`src/rtl/minimips_pkg.sv`:
```
// Shared MiniMIPS definitions: sequencer state encoding and PC/immediate widths.
package minimips_pkg;

  localparam int PC_WIDTH   = 32;
  localparam int IMM_WIDTH  = 6;
  // Number of copies of the immediate's sign bit needed to reach a full PC word.
  localparam int SEXT_WIDTH = PC_WIDTH - IMM_WIDTH;

  typedef enum logic [1:0] {
    IDLE = 2'd0,
    RUN  = 2'd1,
    HALT = 2'd2
  } seq_state_t;

endpackage

```
`src/rtl/pc_next_logic.sv`:
```
// Combinational next-PC datapath: sequential increment or relative branch target.
module pc_next_logic
  import minimips_pkg::*;
(
  input  logic [PC_WIDTH-1:0]  pc,
  input  logic                 branch,
  input  logic                 zero,
  input  logic [IMM_WIDTH-1:0] branch_offset,
  output logic [PC_WIDTH-1:0]  next_pc,
  output logic                 taken
);

  logic signed [PC_WIDTH-1:0] offset_ext;
  logic        [PC_WIDTH-1:0] seq_pc;
  logic        [PC_WIDTH-1:0] branch_pc;

  // Branch is relative to the following instruction; all sums wrap modulo 2^32.
  always_comb begin
    offset_ext = {{SEXT_WIDTH{branch_offset[IMM_WIDTH-1]}}, branch_offset};
    seq_pc     = pc + {{(PC_WIDTH-1){1'b0}}, 1'b1};
    branch_pc  = seq_pc + $unsigned(offset_ext);
    taken      = branch & zero;
    next_pc    = taken ? branch_pc : seq_pc;
  end

endmodule

```
`src/rtl/pc_sequencer.sv`:
```
// Program-counter sequencer for MiniMIPS: IDLE/RUN/HALT control, PC and retire counter.
module pc_sequencer
  import minimips_pkg::*;
#(
  parameter logic [PC_WIDTH-1:0] RESET_PC = 32'd0,
  parameter logic [PC_WIDTH-1:0] LAST_PC  = 32'd31
) (
  input  logic                 clock,
  input  logic                 reset,
  input  logic                 start,
  input  logic                 stall,
  input  logic                 branch,
  input  logic                 zero,
  input  logic [IMM_WIDTH-1:0] branch_offset,
  output logic [PC_WIDTH-1:0]  program_counter,
  output logic                 running,
  output logic                 halted,
  output logic [PC_WIDTH-1:0]  retired_count
);

  seq_state_t          state;
  logic [PC_WIDTH-1:0] next_pc;
  logic                taken;

  pc_next_logic u_pc_next (
    .pc            (program_counter),
    .branch        (branch),
    .zero          (zero),
    .branch_offset (branch_offset),
    .next_pc       (next_pc),
    .taken         (taken)
  );

  // Status flags follow the state register directly, so they are mutually exclusive.
  assign running = (state == RUN);
  assign halted  = (state == HALT);

  // Sequencer FSM; stall freezes everything in RUN, reset overrides all inputs.
  always_ff @(posedge clock) begin
    if (reset) begin
      state           <= IDLE;
      program_counter <= RESET_PC;
      retired_count   <= '0;
    end else begin
      unique case (state)
        IDLE: begin
          if (start) begin
            state         <= RUN;
            retired_count <= '0;
          end
        end
        RUN: begin
          if (!stall) begin
            retired_count <= retired_count + 32'd1;
            // The final instruction retires and parks the PC unless it branches away.
            if (!taken && (program_counter == LAST_PC)) begin
              state <= HALT;
            end else begin
              program_counter <= next_pc;
            end
          end
        end
        HALT: begin
          if (start) begin
            state           <= RUN;
            program_counter <= RESET_PC;
            retired_count   <= '0;
          end
        end
        default: begin
          state           <= IDLE;
          program_counter <= RESET_PC;
          retired_count   <= '0;
        end
      endcase
    end
  end

endmodule

```
`config.mk`:
```
export PLATFORM = sky130hd
export DESIGN_NAME = pc_sequencer
export DESIGN_NICKNAME = d
export VERILOG_FILES = /design/src/rtl/minimips_pkg.sv /design/src/rtl/pc_next_logic.sv /design/src/rtl/pc_sequencer.sv
export SDC_FILE = /design/constraint.sdc
export NUM_CORES = 1
export LEC_CHECK = 0
export CAP_MARGIN = 20
export CORE_MARGIN = 5
export CORE_UTILIZATION = 60
export DETAILED_ROUTE_END_ITERATION = 7
export PLACE_DENSITY = 0.95
export SLEW_MARGIN = 20
export SYNTH_ARGS = -nofsm -noshare
export SYNTH_HDL_FRONTEND = slang
export SYNTH_SLANG_ARGS = --single-unit
```
`constraint.sdc`:
```
create_clock -name clock -period 6.46 [get_ports clock]
set_input_delay 0.969 -clock clock [delete_from_list [all_inputs] [get_ports clock]]
set_output_delay 0.969 -clock clock [all_outputs]
set_load 0.01 [all_outputs]
```
## After elaboration in Yosys (flattened, before gate mapping)

Index checks and enable logic that the tools add are counted.
Widths: inputs -> output; s select.

| operators by class | value |
|---|---|
| div/mod/pow operators | 0 |
| eq/ne operators | 8 |
| shift-type cells | 0 |
| $add $sub $neg | 3 |
| mux-type cells | 11 |
| reductions and logical operators | 7 |
| $lt $le $gt $ge | 0 |
| multiply operators | 0 |
| bitwise gates (word level) | 2 |

Operators by type and width:

| cell | count |
|---|---|
| $mux 32 | 5 |
| $pmux 32 s3 | 1 |
| $add 32x1->32 const B | 2 |
| $pmux 32 s2 | 1 |
| $add 32x32->32 | 1 |
| $eq 32x5->1 const B | 1 |
| $mux 2 | 3 |
| $ne 2x2->1 const B | 3 |
| $ne 2x1->1 const B | 2 |
| $pmux 2 s2 | 1 |
| $reduce_and 4->1 | 1 |
| $reduce_and 3->1 | 1 |
| $eq 2x1->1 const B | 1 |
| $eq 2x2->1 const B | 1 |
| $logic_not 2->1 | 1 |
| $reduce_and 2->1 | 1 |
| $reduce_or 2->1 | 1 |
| $and 1x1->1 | 1 |
| $logic_and 1x1->1 | 1 |
| $logic_not 1->1 | 1 |
| $not 1->1 | 1 |

| storage, ports and cells | value |
|---|---|
| bits of input ports | 12 |
| output and inout bits | 66 |
| RAM bits | 0 |
| latch bits | 0 |
| ROM bits | 0 |
| memories | 0 |
| logic and storage cells | 34 |
| bits in registers | 66 |

## Depth between registers and ports, before layout

| depth | value |
|---|---|
| depth after elaboration | 6 |
| depth in mapped cells | 17 |
| gate-level depth less buffers | 16 |

## Cells and area by module

Synthesis repeated with hierarchy kept, for this count alone.

| second synthesis, totals | value |
|---|---|
| cells, all modules | 705 |
| area, all modules | 5507.8 um^2 |

By module, submodules not included:

| module | times used | cells an instance | area each (um^2) | seq. area each (um^2) |
|---|---|---|---|---|
| pc_next_logic | 1 | 431 | 2831.5 | 0.0 |
| pc_sequencer | 1 | 274 | 2676.3 | 1321.3 |

## Worst setup path before layout

Ideal clock, no wire load.

| timing path | value |
|---|---|
| path type | flip-flop to flip-flop |
| from | register program_counter[7] |
| to | register program_counter[28] |
| arrival | 3.264 ns |
| setup time | 0.124 ns |
| clock period less this slack | 3.388 ns |
| path buffers | 2 |
| stages on the path, launching flop included | 17 |
| setup slack | 3.072 ns |
| data required time | 6.336 ns |
| path through | dfxtp_1 -> clkbuf_2 -> nand3_1 -> nor3_2 -> nand3_2 -> nor2_1 -> nand2_1 -> xnor2_1 -> ha_1 -> clkbuf_1 -> nand4_1 -> or4_1 -> a21oi_1 -> o211ai_1 -> a21oi_1 -> mux2i_1 -> o21ai_1 |

| on the way | value |
|---|---|
| longest elaborated chain between the ends | 6 |
| elaborated cells on any way between the ends | 10 |
| those cells by class | add/sub (2); eq/ne (2); mux (4); reduce/logical (2) |

RTL lines:

| item | line | RTL |
|---|---|---|
| start, declared | pc_sequencer.sv:15 | `output logic [PC_WIDTH-1:0] program_counter,` |
| start signal, assigned | pc_sequencer.sv:59 | `program_counter <= next_pc;` |
| $add 32x1->32 | pc_next_logic.sv:20 | `seq_pc = pc + {{(PC_WIDTH-1){1'b0}}, 1'b1};` |
| $add 32x32->32 | pc_next_logic.sv:21 | `branch_pc = seq_pc + $unsigned(offset_ext);` |
| $mux 32 | pc_next_logic.sv:23 | `next_pc = taken ? branch_pc : seq_pc;` |
| $mux 32 | pc_sequencer.sv:56 | `if (!taken && (program_counter == LAST_PC)) begin` |
| $mux 32 | pc_sequencer.sv:53 | `if (!stall) begin` |
| $pmux 32 s3 | pc_sequencer.sv:45 | `unique case (state)` |

Several ways; a longest one is shown, not always the timed one. The select of a mux whose other input is x is not followed.
A chain may end at the register's enable or synchronous reset.

## Worst setup path after layout

| timing path | value |
|---|---|
| from | input port branch_offset[5] |
| to | register program_counter[23] |

| on the way | value |
|---|---|
| longest elaborated chain between the ends | 5 |

RTL lines:

| item | line | RTL |
|---|---|---|
| start, declared | pc_sequencer.sv:14 | `input logic [IMM_WIDTH-1:0] branch_offset,` |
| $add 32x32->32 | pc_next_logic.sv:21 |  |
| $mux 32 | pc_next_logic.sv:23 |  |
| $mux 32 | pc_sequencer.sv:56 |  |
| $mux 32 | pc_sequencer.sv:53 |  |
| $pmux 32 s3 | pc_sequencer.sv:45 |  |

No other way between the ends. The select of a mux whose other input is x is not followed.

==> parameters.txt <==
Parameter                              Value

Status
  Outcome ... finished, final reports clean

Route
  Detailed Route Iter0 Violations ... 373
  Top layer used by detailed routing ... met4
  Via-per-instance ratio ... about 6.4
  Routed length on met3 ... around 1.1 mm
  Routed wl met2 ... roughly 7.4 mm
  Length of routed wiring on met1 ... 6.16 mm
  Average wire length per cell after detail routing ... 17.8 µm
  Antenna-violating nets left ... 0
  Number of remaining DRC errors ... 0
  Initial DRT Pass Iterations ... 5
  DR vias ... 5,436
  Routed wire length ... 15.2 mm

Timing
  Slew @ Worst Pin ... 1.12 ns
  Final hold slack ... 0.488 ns
  Fin crit period ... 4.32 ns
  Count of pins over their slew limit ... 0
  Max transition margin ... 0.250
  Setup_tns ... 0 ns
  Setup Viol. Count Final ... 0
  Hold Vio Cnt, Final ... 0
  Period Utilization, post-route ... 0.669
  Clk_skew ... roughly 0.0084 ns
  RSZ-0062 raised after global routing ... no
  Maximum clock frequency ... 0.231 GHz

Clocking
  Gates resized, CTS repair ... 0
  CTS HTree Levels ... 3
  Maximum count of clock buffers along a single path ... 2
  CTS clk-pin slew, worst paths ... 0.08 ns
  Insertion delay to the later sink of the worst-skew pair ... 0.36 ns
  Setup repair bufs after CTS ... 0
  Number of buffers added to fix hold violations after cts ... 0
  Num Clock Sinks ... 66
  Cts bufs inserted ... 9
  Root buffer selected by CTS ... sky130_fd_sc_hd__clkbuf_8
  TritonCTS clock tree ... done

Setup path
  First element of the critical path ... branch_offset[5]
  Depth of the worst register-to-register path ... 15
  Kind of capture point of the worst setup path ... flop
  Worst reg2reg path startpoint ... program_counter[0]
  WS Path Type ... in -> reg
  Required @ worst endpoint ... 6.68 ns
  Reg-to-Reg End ... program_counter[23]
  Max FO, Critical Path ... 26
  End of the critical path ... program_counter[23]
  Endpoint arrival time on the critical path ... 4.54 ns
  Kind of start point of the critical path ... input port
  Setup slack on the worst flop-to-flop path ... 2.39 ns

Synth
  Netlist area before placement ... around 0.0053 mm²
  Leading area contributor after synthesis ... sky130_fd_sc_hd__dfxtp_1
  Number of flops mapped to enable cells by yosys ... 0
  Number of nets produced by synthesis ... 730
  Sequential cell area fraction in the yosys report ... 0.251
  Fraction of post-synthesis cell area in the top cell type by area ... 0.251
  Flip-flop cell with the highest count after synthesis ... sky130_fd_sc_hd__dfxtp_1
  Average cell area after synthesis ... 7.76 µm²
  Synth top area cells ... sky130_fd_sc_hd__dfxtp_1 25%, sky130_fd_sc_hd__ha_1 9.3%, sky130_fd_sc_hd__xnor2_1 6.8%
  Synth top cells by count ... 74 x sky130_fd_sc_hd__nor2_1, 66 x sky130_fd_sc_hd__dfxtp_1, 61 x sky130_fd_sc_hd__nand2_1, 54 x sky130_fd_sc_hd__a21oi_1, 43 x sky130_fd_sc_hd__o21ai_0
  Distinct cell type count of the synthesized netlist ... 67
  Syn Inst Count ... 678
  Count of synthesis-stage warnings from yosys ... 0
  Proportion of register bits with asynchronous set or reset after synthesis ... 0
  Post-synthesis sequential element count ... 66
  Most frequently used cell type in the post-synthesis netlist ... sky130_fd_sc_hd__nor2_1

Global route
  First-pass GRT wire length ... between 20 and 30 mm
  Number of global-route vias before repair ... 5,367
  Maximum number of pins on one net before global-route repair ... 31
  Total grt overflow ... 0
  Antenna violations before repair ... 0
  Total routing usage reported by global routing ... 0.279

Cells and area
  Register area ... 0.00132 mm²
  Fraction of final layout cells with drive strength greater than 1 ... 0.0509
  Antenna diode count ... 0
  Layout-stage area growth over the synthesis result ... 19.3%
  NumNets Final ... 793
  Fill cell count ... 662
  Multi-input gate area in the final layout ... 0.00378 mm²

Placed design
  Final HPWL DP ... between 10 and 15 mm
  Port Buffer Count ... 77
  Gpl congestion ... 1.00

Floorplanning
  Number of placement rows ... 34
  Core area ... 0.00864 mm²
  Initial cell density of the core ... 0.609
  Die span in x ... between 100 and 150 µm
  Die outline area ... 0.0107 mm²
  Top-level I/O count ... approximately 80
  Vertical die dimension ... 104 µm

Power
  Clk network pwr share ... 0.411
  Switching share of power ... 0.299
  Logic gate share of total power ... 0.132
  Internal Pwr Total ... 634 µW
  Psw ... 271 µW
  Register share of total power ... 0.457
  IR Drop Worst-Case VDD ... between 100 and 150 µV
  Areal power density over the cells ... 144 mW/mm²
  Leakage Power ... between 2 and 2.5 nW

Min path
  Min-Delay Path Class ... reg -> reg

Flow run
  Number of maximum-capacitance constraint violations ... 0
-- kinds of logic after synthesis --
kind of cell | Yosys count | synth area share
and+or+nand+nor | 266 | 0.261
AOI/OAI and AO/OA | 180 | 0.217
xor gates and xnor gates | 80 | 0.133
DFF | 66 | 0.251
buffers and inverters | 41 | 0.0321
adders and majority gates | 40 | 0.0965
muxes | 5 | 0.00951
-- how the worst min path moves through the flow --
stage                  start       end  slack [ns]  depth (start not counted)
finish              state[1]  state[1]        0.49                          2
detailed placement  state[1]  state[1]        0.47                          2
CTS                 state[1]  state[1]        0.48                          2
floorplan           state[1]  state[1]        0.45                          2
global placement    state[1]  state[1]        0.47                          2
global route        state[1]  state[1]        0.54                          2
-- per-stage QoR --
step,util,setup WS (ns),total power [mW],instances,cell area [µm²]
finish,0.727,2.14,0.905,854,6280
global route,0.727,1.82,0.935,854,6280
CTS,0.726,2.20,0.902,854,6270
detailed placement,0.703,1.84,0.538,838,6070
global placement,0.703,1.97,0.533,838,6070
floorplan,-,3.07,0.500,678,5260
-- power groups by stage --
stage / Combinational (mW) / Sequential, mW / Clock, mW
2_1_floorplan: 0.0784 / 0.422 / 0
3_3_place_gp: 0.111 / 0.422 / 0
3_5_place_dp: 0.115 / 0.423 / 0
4_1_cts: 0.116 / 0.413 / 0.372
5_1_grt: 0.130 / 0.414 / 0.391
6_report: 0.120 / 0.413 / 0.372
-- routing by layer --
layer / global-route usage / vias up
li1: - / 2583
met1: 0.340 / 2550
met2: 0.476 / 248
met3: 0.0628 / 55
met4: 0.109 / 0
met5: 0 / -
-- flip-flops by register name, summed over array words and instances (netlist names) --
signal / flops
retired_count: 32
program_counter: 32
state: 2
-- cell usage in the layout (no fill, tap or decap), types with 13 or more instances in the layout --
cell type	synthesis	layout
sky130_fd_sc_hd__a21o_1	17	17
sky130_fd_sc_hd__a21oi_1	54	54
sky130_fd_sc_hd__and3_1	14	14
sky130_fd_sc_hd__clkdlybuf4s50_1	0	77
sky130_fd_sc_hd__dfxtp_1	66	66
sky130_fd_sc_hd__ha_1	39	39
sky130_fd_sc_hd__inv_1	13	13
sky130_fd_sc_hd__nand2_1	61	61
sky130_fd_sc_hd__nand3_1	22	22
sky130_fd_sc_hd__nand4_1	18	18
sky130_fd_sc_hd__nor2_1	74	74
sky130_fd_sc_hd__nor3_1	18	18
sky130_fd_sc_hd__o21ai_0	43	43
sky130_fd_sc_hd__xnor2_1	41	41
sky130_fd_sc_hd__xor2_1	39	39
-- area by class of cell --
cell class	instances	area share
multi-input combinational	571	0.603
sequential	66	0.210
timing repair buffer	79	0.125
tap	108	0.0215
clock buffer	9	0.0197
clock inverter	7	0.0124
inverter	14	0.00837
-- worst max-delay path: stages --
cell and delay [ns]:
sky130_fd_sc_hd__clkdlybuf4s50_1 1.00, sky130_fd_sc_hd__ha_1 0.66, sky130_fd_sc_hd__and4_1 0.24, sky130_fd_sc_hd__o21a_1 0.13
sky130_fd_sc_hd__a211oi_2 0.37, sky130_fd_sc_hd__o31ai_1 0.17, sky130_fd_sc_hd__a311oi_1 0.45, sky130_fd_sc_hd__o21ai_1 0.10
sky130_fd_sc_hd__a21oi_1 0.19, sky130_fd_sc_hd__xor2_1 0.15, sky130_fd_sc_hd__o21ai_0 0.09
Power figures use the tool's default switching activity.
